<file path="config.mk">
export PLATFORM = sky130hd
export DESIGN_NAME = sign_window_monitor
export DESIGN_NICKNAME = d
export VERILOG_FILES = /design/src/rtl/sign_window_monitor.sv
export SDC_FILE = /design/constraint.sdc
export NUM_CORES = 1
export LEC_CHECK = 0
export ABC_AREA = 1
export CAP_MARGIN = 40
export CORE_AREA = 8 8 65 72
export DETAILED_ROUTE_END_ITERATION = 7
export DIE_AREA = 0 0 73 80
export GPL_TIMING_DRIVEN = 0
export PLACE_DENSITY = 0.84
export SLEW_MARGIN = 10
export SYNTH_ARGS = -nofsm -noshare
export SYNTH_HDL_FRONTEND = slang
export SYNTH_SLANG_ARGS = --single-unit
</file>
<file path="constraint.sdc">
create_clock -name CLK -period 2.74 [get_ports CLK]
set_input_delay 0.274 -clock CLK [delete_from_list [all_inputs] [get_ports CLK]]
set_output_delay 0.274 -clock CLK [all_outputs]
set_load 0.03 [all_outputs]
</file>
<file path="src/rtl/sign_window_monitor.sv">
// sign_window_monitor: per-window negative-sample statistics on a
// valid/ready sample stream, reported over a valid/ready result port.
module sign_window_monitor #(
  parameter int WIDTH     = 8,
  parameter int WINDOW    = 16,
  parameter int RUN_LIMIT = 4,
  localparam int CW       = $clog2(WINDOW + 1)
) (
  input  logic             CLK,
  input  logic             RST_N,
  input  logic             START,
  input  logic             CONT,
  input  logic             IN_VALID,
  output logic             IN_READY,
  input  logic [WIDTH-1:0] A,
  output logic             OUT_VALID,
  input  logic             OUT_READY,
  output logic [CW-1:0]    NEG_COUNT,
  output logic [CW-1:0]    MAX_RUN,
  output logic             ALARM,
  output logic             BUSY
);

  typedef enum logic [1:0] {
    S_IDLE,
    S_COUNT,
    S_REPORT
  } state_t;

  state_t        state;
  logic [CW-1:0] smp_cnt;
  logic [CW-1:0] neg_cnt;
  logic [CW-1:0] run;
  logic [CW-1:0] max_run_q;

  logic          neg;
  logic          last;
  logic [CW-1:0] neg_next;
  logic [CW-1:0] run_next;
  logic [CW-1:0] max_next;

  assign neg      = A[WIDTH-1];
  assign last     = (smp_cnt == CW'(WINDOW - 1));
  assign neg_next = neg_cnt + CW'(neg);
  assign run_next = neg ? run + CW'(1) : '0;
  assign max_next = (run_next > max_run_q) ? run_next : max_run_q;

  assign IN_READY  = (state == S_COUNT);
  assign OUT_VALID = (state == S_REPORT);
  assign BUSY      = (state != S_IDLE);

  always_ff @(posedge CLK or negedge RST_N) begin
    if (!RST_N) begin
      state     <= S_IDLE;
      smp_cnt   <= '0;
      neg_cnt   <= '0;
      run       <= '0;
      max_run_q <= '0;
      NEG_COUNT <= '0;
      MAX_RUN   <= '0;
      ALARM     <= 1'b0;
    end else begin
      unique case (state)
        S_IDLE: begin
          if (START) begin
            state     <= S_COUNT;
            smp_cnt   <= '0;
            neg_cnt   <= '0;
            run       <= '0;
            max_run_q <= '0;
          end
        end
        S_COUNT: begin
          if (IN_VALID) begin
            smp_cnt   <= smp_cnt + CW'(1);
            neg_cnt   <= neg_next;
            run       <= run_next;
            max_run_q <= max_next;
            // Close on the WINDOW-th sample, folding it into the result
            if (last) begin
              state     <= S_REPORT;
              NEG_COUNT <= neg_next;
              MAX_RUN   <= max_next;
              ALARM     <= (max_next >= CW'(RUN_LIMIT));
            end
          end
        end
        S_REPORT: begin
          if (OUT_READY) begin
            if (CONT) begin
              state     <= S_COUNT;
              smp_cnt   <= '0;
              neg_cnt   <= '0;
              run       <= '0;
              max_run_q <= '0;
            end else begin
              state <= S_IDLE;
            end
          end
        end
        default: state <= S_IDLE;
      endcase
    end
  end

endmodule

</file>
## Word-level counts from Yosys, hierarchy flattened

Index checks and enable logic that the tools add are counted.

| storage, ports and cells | value |
|---|---|
| register bits after elaboration | 33 |
| input bits | 14 |
| output and inout bits | 14 |
| word-level logic and storage cells | 46 |

| cells by class | value |
|---|---|
| add/subtract/negate cells | 3 |
| magnitude comparators | 2 |
| eq/ne operators | 8 |
| mux-type cells | 19 |
| reductions and logical operators | 6 |

Operator list:

| kind | number |
|---|---|
| one-hot mux 5 bit (3 select lines) | 4 |
| two-way mux 5 bit | 9 |
| adder 5 x 1 -> 5 bit (second input constant) | 2 |
| two-way mux 2 bit | 4 |
| != test 2 bit (second input constant) | 3 |
| one-hot mux 2 bit (3 select lines) | 1 |
| adder 5 x 1 -> 5 bit | 1 |
| == test 5 x 4 -> 1 bit (second input constant) | 1 |
| >= comparator 5 x 3 -> 1 bit (second input constant) | 1 |
| > comparator 5 bit | 1 |
| AND reduction 5 bit | 1 |
| != test 2 x 1 -> 1 bit (second input constant) | 2 |
| AND reduction 4 bit | 1 |
| AND reduction 3 bit | 1 |
| nonzero test 3 bit | 1 |
| == test 2 x 1 -> 1 bit (second input constant) | 1 |
| == test 2 bit (second input constant) | 1 |
| zero test 2 bit | 1 |
| nonzero test 2 bit | 1 |
| two-way mux 1 bit | 1 |

## Longest topological paths before layout

Gate-level depths: netlist (run 1).

| depth | value |
|---|---|
| depth in word-level cells | 6 |
| mapped depth | 16 |
| gate-level depth less buffers | 16 |

## Worst setup path after synthesis (run 1)

No wires, ideal clock.

| timing | value |
|---|---|
| path kind | register to register |
| start point | register run[0] |
| end point | register ALARM |
| setup time | 0.116 ns |
| data arrival time | 1.850 ns |
| data required time | 2.624 ns |
| path slack | 0.774 ns |
| cell stages (with the launch flop) | 17 |
| path buffers | 0 |
| period minus slack after synthesis | 1.966 ns |
| cell sequence | dfrtp_1 ha_1 nand2_1 inv_1 nand3_1 nand3_1 inv_1 ha_1 nand2_1 nor2_1 nand2_1 nand3_2 nand2_4 nand2_1 nand3_1 nor2_1 nor2_1 |

| between the ends | value |
|---|---|
| cells in the longest elaborated chain, start to end | 5 |

Ends and longest elaborated chain:

| element | RTL line | source |
|---|---|---|
| start: declaration | 33 | `logic [CW-1:0] run;` |
| start signal: assignment | 77 | `run <= run_next;` |
| adder 5 x 1 -> 5 bit (*) | 45 | `assign run_next = neg ? run + CW'(1) : '0;` |
| two-way mux 5 bit (*) | 45 |  |
| > comparator 5 bit | 46 | `assign max_next = (run_next > max_run_q) ? run_next : max_run_q;` |
| two-way mux 5 bit (*) | 46 |  |
| >= comparator 5 x 3 -> 1 bit (*) | 84 | `ALARM <= (max_next >= CW'(RUN_LIMIT));` |
| end signal: assignment | 84 |  |
| end: declaration | 20 | `output logic ALARM,` |

Mark *: on every way between the ends. The rest lies on a longest branch, timed or not.
A chain may end at the register's enable or synchronous reset.

## Worst setup path after layout (run 1)

| timing | value |
|---|---|
| start point | register run[0] |
| end point | register max_run_q[0] |

| between the ends | value |
|---|---|
| cells in the longest elaborated chain, start to end | 6 |

Ends and longest elaborated chain:

| element | RTL line | source |
|---|---|---|
| adder 5 x 1 -> 5 bit (*) | 45 |  |
| two-way mux 5 bit (*) | 45 |  |
| > comparator 5 bit | 46 |  |
| two-way mux 5 bit (*) | 46 |  |
| two-way mux 5 bit (*) | 74 | `if (IN_VALID) begin` |
| one-hot mux 5 bit (3 select lines) (*) | 63 | `unique case (state)` |
| end signal: assignment | 78 | `max_run_q <= max_next;` |
| end: declaration | 34 | `logic [CW-1:0] max_run_q;` |

Mark *: on every way between the ends. The rest lies on a longest branch, timed or not. The select of a mux whose other input is x is not followed.

==> reports/results.ini, run 1 <==
[run_status]
status=complete, no violations

[floorplan]
pin_count=28
die_y_um=80
die_w_um=73
die_area_um2=5840
coreArea_um2=3540
fp-row-count=23
initial_utilization=0.5023

[cells_and_area]
stdcell_area_um2=2118
drive_gt1_frac=0.1466
utilization=0.5984
diodes=0
syn2layout_area_growth_pct=19.14
final_nets=255

[flow_run]
maxCapViolCount=0

[yosys]
syn_avg_cell_area_um2=8.715
synthFlopType=dfrtp_1
ys_types=29
yosys.cell_count.top_type=nand2_1
synth_warnings=0
synth-seq-area-share=0.4645
synth_nets=228
syn-cell-area_um2=1778
synthCells=204
synth_edf_count=0
synthTopCellsByCount=nand2_1 (44), dfrtp_1 (33), inv_1 (33)
yosysTopAreaCell=dfrtp_1
netlist_top_cells_area=dfrtp_1 (46%), nand2_1 (9.3%), ha_1 (7.0%)
async_reset_ff_frac=1.000
synth_top_area_share=0.4645
ys_ff_latch=33

[setup_path]
crit_end=max_run_q[0]
reg2reg_depth=14
startpoint=run[0]
required_ns=2.90
worstReg2RegStart=run[0]
crit_path_max_fanout=6
startpoint_type=flop
crit_chain=ha_1 > nand2_1 > inv_1 > nand3_1 > nand3_1 > inv_1 > ha_1 > nand2_1 > nor2_1 > nand2_1 > nand3_2 > nand2_4 > o21ai_0 > o21ai_0
worstReg2RegEnd=max_run_q[0]
crit_top_cell=nand2_1
worstSetupPathType=flop to flop
cp-end-kind=flop
reg2reg_slack_ns=0.39
critPathMaxStageDelay_ns=0.39
slowest_stage=dfrtp_1
cp_data_arrival_time_ns=2.51

[pwr]
total_power_mw=1.665
ir_drop_uv=465.5
leakagePower_nw=1.073
p_per_area_nw_per_um2=786.0

[cts]
ctsHoldBuffers=0
path_clk_slew_ns=0.07
cts-htree-levels=2
ctsResizeCount=0
clock_sinks=33
cts_root_buffer=clkbuf_8
clockBufferDepth=2
cts_buffers=5
post-cts-setup-buffer-count=0
tritoncts=built
clkLatencyLatePin_ns=0.29

[grt]
grt_max_degree=34
grt_pass1_vias=1398
overflow=0
grt_pass1_wl_mm=6.037
gr-usage-all-layers=0.1338
antenna_found_initial=0

[sta]
fmax_mhz=426.1
slew_violations=0
finalSetupViolCount=0
worst_slew_margin_rel=0.5004
fin_worst_skew_ns=0.005266
rsz0062_at_grt=false
finalCritPeriodShare=0.8564
finalSetupTns_ns=0
finalHoldViolCount=0
post-route-min-period_ns=2.347
worst_pin_slew_ns=0.7494

[route]
drtAntennaViolNets=0
drt-total-wl_mm=3.459
drc=0
routedWlPerCell_um=12.27
drt_iter0_markers=99
viasPerCell=4.940
drt_pass1_iterations=4
num_vias=1393

[placement]
place.gp.congestion=0.8160
dp_hpwl_mm=2.567
portBuffers=20
placed_area_um2=2036

[min_path]
hold_class=primary input to asynchronous set/reset pin

## layout by cell type (no fill, tap or decap), types with 2 or more instances in the layout
cell,count
buf_2,2
dfrtp_1,33
ha_1,10
o21ai_1,6
o21ai_0,13
nor2_2,2
a22o_1,2
inv_1,33
buf_6,3
o22ai_1,3
o2bb2ai_1,2
nand2_2,5
clkinv_2,2
xor2_1,4
a21oi_1,5
clkdlybuf4s50_1,19
inv_2,2
nand2_4,2
nand3_1,10
nor2_1,10
nand3_2,2
o21ai_2,4
clkbuf_8,5
nand2_1,44
## layout make-up
cell class              instances  area, um2
clock inverters                 2      10.01
fillers                       305       1421
inverters                      36      137.6
well taps                      50      62.56
repair buffers                 20      195.2
multi-input cells             131      775.7
flip-flops and latches         33      825.8
plain buffers                   4      38.79
clock buffers                   6      72.57
## stage by stage
stage	hold slack (ns)	std cells	worst slack, ns
6_report	0.04572	282	0.3933
4_1_cts	0.05878	282	0.4265
5_1_grt	0.1067	282	0.1372
3_5_place_dp	0.3795	274	0.2926
3_3_place_gp	0.4584	274	0.3212
2_1_floorplan	-0.02159	204	0.7743
## power breakdown
part	internal, mW	switching (mW)
sequential	0.562	0.0500
combinational	0.240	0.461
clock	0.176	0.176
## logic make-up (layout without fill, tap and decap cells)
family,Yosys count,in the layout,share of synthesized area
buf+inv,40,68,0.09923
flops,33,33,0.4645
fa+ha+maj,10,10,0.07037
compound gates,37,37,0.1288
simple gates,80,80,0.2175
xor+xnor,4,4,0.01970
## critical path: cells and delay by family (launching register included)
family | cells | cell delay, ns
adders and majority gates | 2 | 0.49
AOI/OAI and AO/OA | 2 | 0.43
and+or+nand+nor | 8 | 0.75
buffers and inverters | 2 | 0.15
DFF | 1 | 0.39
## flip-flops by register name, summed over array words and instances, names as in the netlist
| signal | flops |
|---|---|
| ALARM | 1 |
| state | 2 |
| NEG_COUNT | 5 |
| smp_cnt | 5 |
| neg_cnt | 5 |
| MAX_RUN | 5 |
| max_run_q | 5 |
| run | 5 |
## worst min path at each step
stage	endpoint	cells after the start	from	slack, ns
after floorplan	ALARM	0	RST_N	-0.02
after global placement	NEG_COUNT[2]	2	NEG_COUNT[2]	0.46
after detailed placement	run[3]	1	RST_N	0.38
after CTS	ALARM	1	RST_N	0.06
after global routing	ALARM	1	RST_N	0.11
final	ALARM	1	RST_N	0.05
## per-layer routing
layer | share of wire | track usage | vias to the layer above
li1 | - | - | 707
met5 | 0 | 0 | -
met4 | 0.024 | 0.08016 | 0
met3 | 0.039 | 0.04523 | 9
met1 | 0.47 | 0.1571 | 651
met2 | 0.47 | 0.2059 | 26
(Power assumes the default switching activity.)
==> run 2, diff against run 1 <==
SLEW_MARGIN = 20   (was 10)
==> run 2 against run 1 <==
Compared with the run above: critical endpoint unchanged; via count up 1.5%; final area up 3.4%; die area unchanged; clock skew up 0.0012 ns; utilization up 2.0 points; largest cell class unchanged.
==> reports/results.ini, run 2 (same netlist as run 1, synthesis figures left out) <==
[placement]
dp.cells=275  ; +0.36%
portBuffers=20  ; unchanged
placed_area_um2=2063  ; +1.4%
place.gp.congestion=0.8160  ; unchanged
dp_hpwl_mm=2.667  ; +3.9%

[setup_path]
cp-end-kind=flop
worstReg2RegStart=run[0]
cp_data_arrival_time_ns=2.46  ; -0.05 ns
startpoint_type=flop
critPathBufInv=2  ; unchanged
startpoint=run[0]
crit_path_max_fanout=6  ; unchanged
crit_top_cell=nand2_1
worstReg2RegEnd=max_run_q[0]
slowest_stage=dfrtp_1
worstSetupPathType=flop to flop
critPathMaxStageDelay_ns=0.39  ; about the same
path_delay_family=simple AND/OR/NAND/NOR gates
required_ns=2.90  ; about the same
reg2reg_slack_ns=0.45  ; +0.05 ns
crit_chain=ha_1 > nand2_1 > inv_1 > nand3_1 > nand3_1 > inv_1 > ha_1 > nand2_1 > nor2_1 > nand2_1 > nand3_2 > nand2_4 > o21ai_0 > o21ai_0
reg2reg_depth=14  ; unchanged

[grt]
grt_pass1_wl_mm=6.237  ; +3.3%
antenna_found_initial=0  ; unchanged
grt_max_degree=18  ; -47%
overflow=0  ; unchanged
grt_pass1_vias=1437  ; +2.8%
gr-usage-all-layers=0.1381  ; +0.004308

[cells_and_area]
final_cell_mix=nand2_1 (44), dfrtp_1 (33), inv_1 (33)
final_nets=257  ; +0.78%
layout_commonest_cell=nand2_1
drive_gt1_frac=0.1496  ; +0.003021
stdcell_count=284  ; +0.71%
stdcell_area_um2=2190  ; +3.4%
utilization=0.6186  ; +0.02015
syn2layout_area_growth_pct=23.15
diodes=0  ; unchanged
fillCellCount=296  ; -3.0%

[cts]
path_clk_slew_ns=0.07  ; about the same
cts_buffers=5  ; unchanged
post-cts-setup-buffer-count=0  ; unchanged
tritoncts=built
cts-htree-levels=2  ; unchanged
clkLatencyLatePin_ns=0.29  ; about the same
clock_sinks=33  ; unchanged
clockBufferDepth=2  ; unchanged
cts_root_buffer=clkbuf_8

[floorplan]
die_area_um2=5840  ; unchanged
die_w_um=73  ; unchanged
pin_count=28  ; unchanged
initial_utilization=0.5023  ; unchanged
fp-row-count=23  ; unchanged
die_y_um=80  ; unchanged
coreArea_um2=3540  ; unchanged

[pwr]
p_per_area_nw_per_um2=817.5  ; +4.0%
netSwitchingFraction=0.3838  ; -0.02885
combPwrFrac=0.392  ; -0.029
clock_power_share=0.267  ; +0.056
ir_drop_uv=576.5  ; +24%
leakagePower_nw=1.103  ; +2.8%
switchingPower_uw=687.1  ; about the same
internal_power_mw=1.103  ; +13%
seqPwrFrac=0.342  ; -0.026

[sta]
fmax_mhz=436.0  ; +2.3%
finalCritPeriodShare=0.8370  ; -0.01941
finalHoldViolCount=0  ; unchanged
fin_worst_skew_ns=0.006509  ; +0.001244 ns
finalSetupViolCount=0  ; unchanged
slew_violations=0  ; unchanged
post-route-min-period_ns=2.293  ; -0.05317 ns
worst_pin_slew_ns=0.4274  ; -0.3219 ns
rsz0062_at_grt=false
worst_slew_margin_rel=0.7150  ; +0.2146
finalSetupTns_ns=0  ; unchanged

[route]
routedWlPerCell_um=12.81  ; +4.4%
viasPerCell=4.979  ; +0.79%
drt_iter0_markers=91  ; -8.1%
drt-total-wl_mm=3.638  ; +5.2%
drtAntennaViolNets=0  ; unchanged
drt_pass1_iterations=4  ; unchanged
num_vias=1414  ; +1.5%
drc=0  ; unchanged

[run_status]
status=complete, no violations

[flow_run]
maxCapViolCount=0  ; unchanged

[min_path]
hold_class=primary input to asynchronous set/reset pin

## run 2: changes by cell type in the layout (fill, tap and decap cells not counted)
cell	previous run	this run
buf_16	0	1
bufinv_16	0	1
clkbuf_8	5	6
clkinv_2	2	0
dlygate4sd3_1	0	1
## run 2: cell type report
type / instances / area, um2 / area share
Clock inverter: 1 / 30.03 / 0.01371
Clock buffer: 7 / 86.33 / 0.03943
Buffer: 4 / 38.79 / 0.01771
Tap cell: 50 / 62.56 / 0.02857
Inverter: 36 / 137.6 / 0.06286
Multi-Input combinational cell: 131 / 775.7 / 0.3543
Timing Repair Buffer: 22 / 232.7 / 0.1063
Sequential cell: 33 / 825.8 / 0.3771
## run 2: timing repair
action	4_1_cts	5_1_grt
gates resized for setup	0	0
endpoints found under the setup margin	0	0
endpoints found under the hold margin	16	0
hold buffers	1	0
## run 2: how the worst max path moves through the flow
stage          cells past startpoint            to
6_report                          14  max_run_q[0]
5_1_grt                           14  max_run_q[0]
4_1_cts                           14  max_run_q[0]
3_5_place_dp                      11  max_run_q[0]
3_3_place_gp                      10  max_run_q[0]
2_1_floorplan                     16         ALARM
## run 2: through the flow
stage                     worst slack [ns]  hold WS, ns  power [mW]
after floorplan                     0.7743     -0.02159       1.130
after global placement              0.3212       0.4584       1.295
after detailed placement            0.3090       0.2322       1.321
after CTS                           0.4489       0.4555       1.803
after global routing                0.1592       0.4928       1.922
final                               0.4465       0.4450       1.790
## run 2: per-layer routing
| layer | share of wire | vias to the layer above | GRT usage |
|---|---|---|---|
| li1 | - | 711 | - |
| met1 | 0.46 | 661 | 0.1560 |
| met2 | 0.47 | 30 | 0.2220 |
| met3 | 0.040 | 12 | 0.04020 |
| met4 | 0.028 | 0 | 0.08818 |
| met5 | 0 | - | 0 |
## run 2: power groups by stage
| stage | clock network (mW) | registers (mW) | logic, mW |
|---|---|---|---|
| 2_1_floorplan | 0 | 0.622 | 0.508 |
| 3_3_place_gp | 0 | 0.617 | 0.678 |
| 3_5_place_dp | 0 | 0.620 | 0.701 |
| 4_1_cts | 0.488 | 0.611 | 0.704 |
| 5_1_grt | 0.509 | 0.623 | 0.789 |
| 6_report | 0.477 | 0.612 | 0.701 |
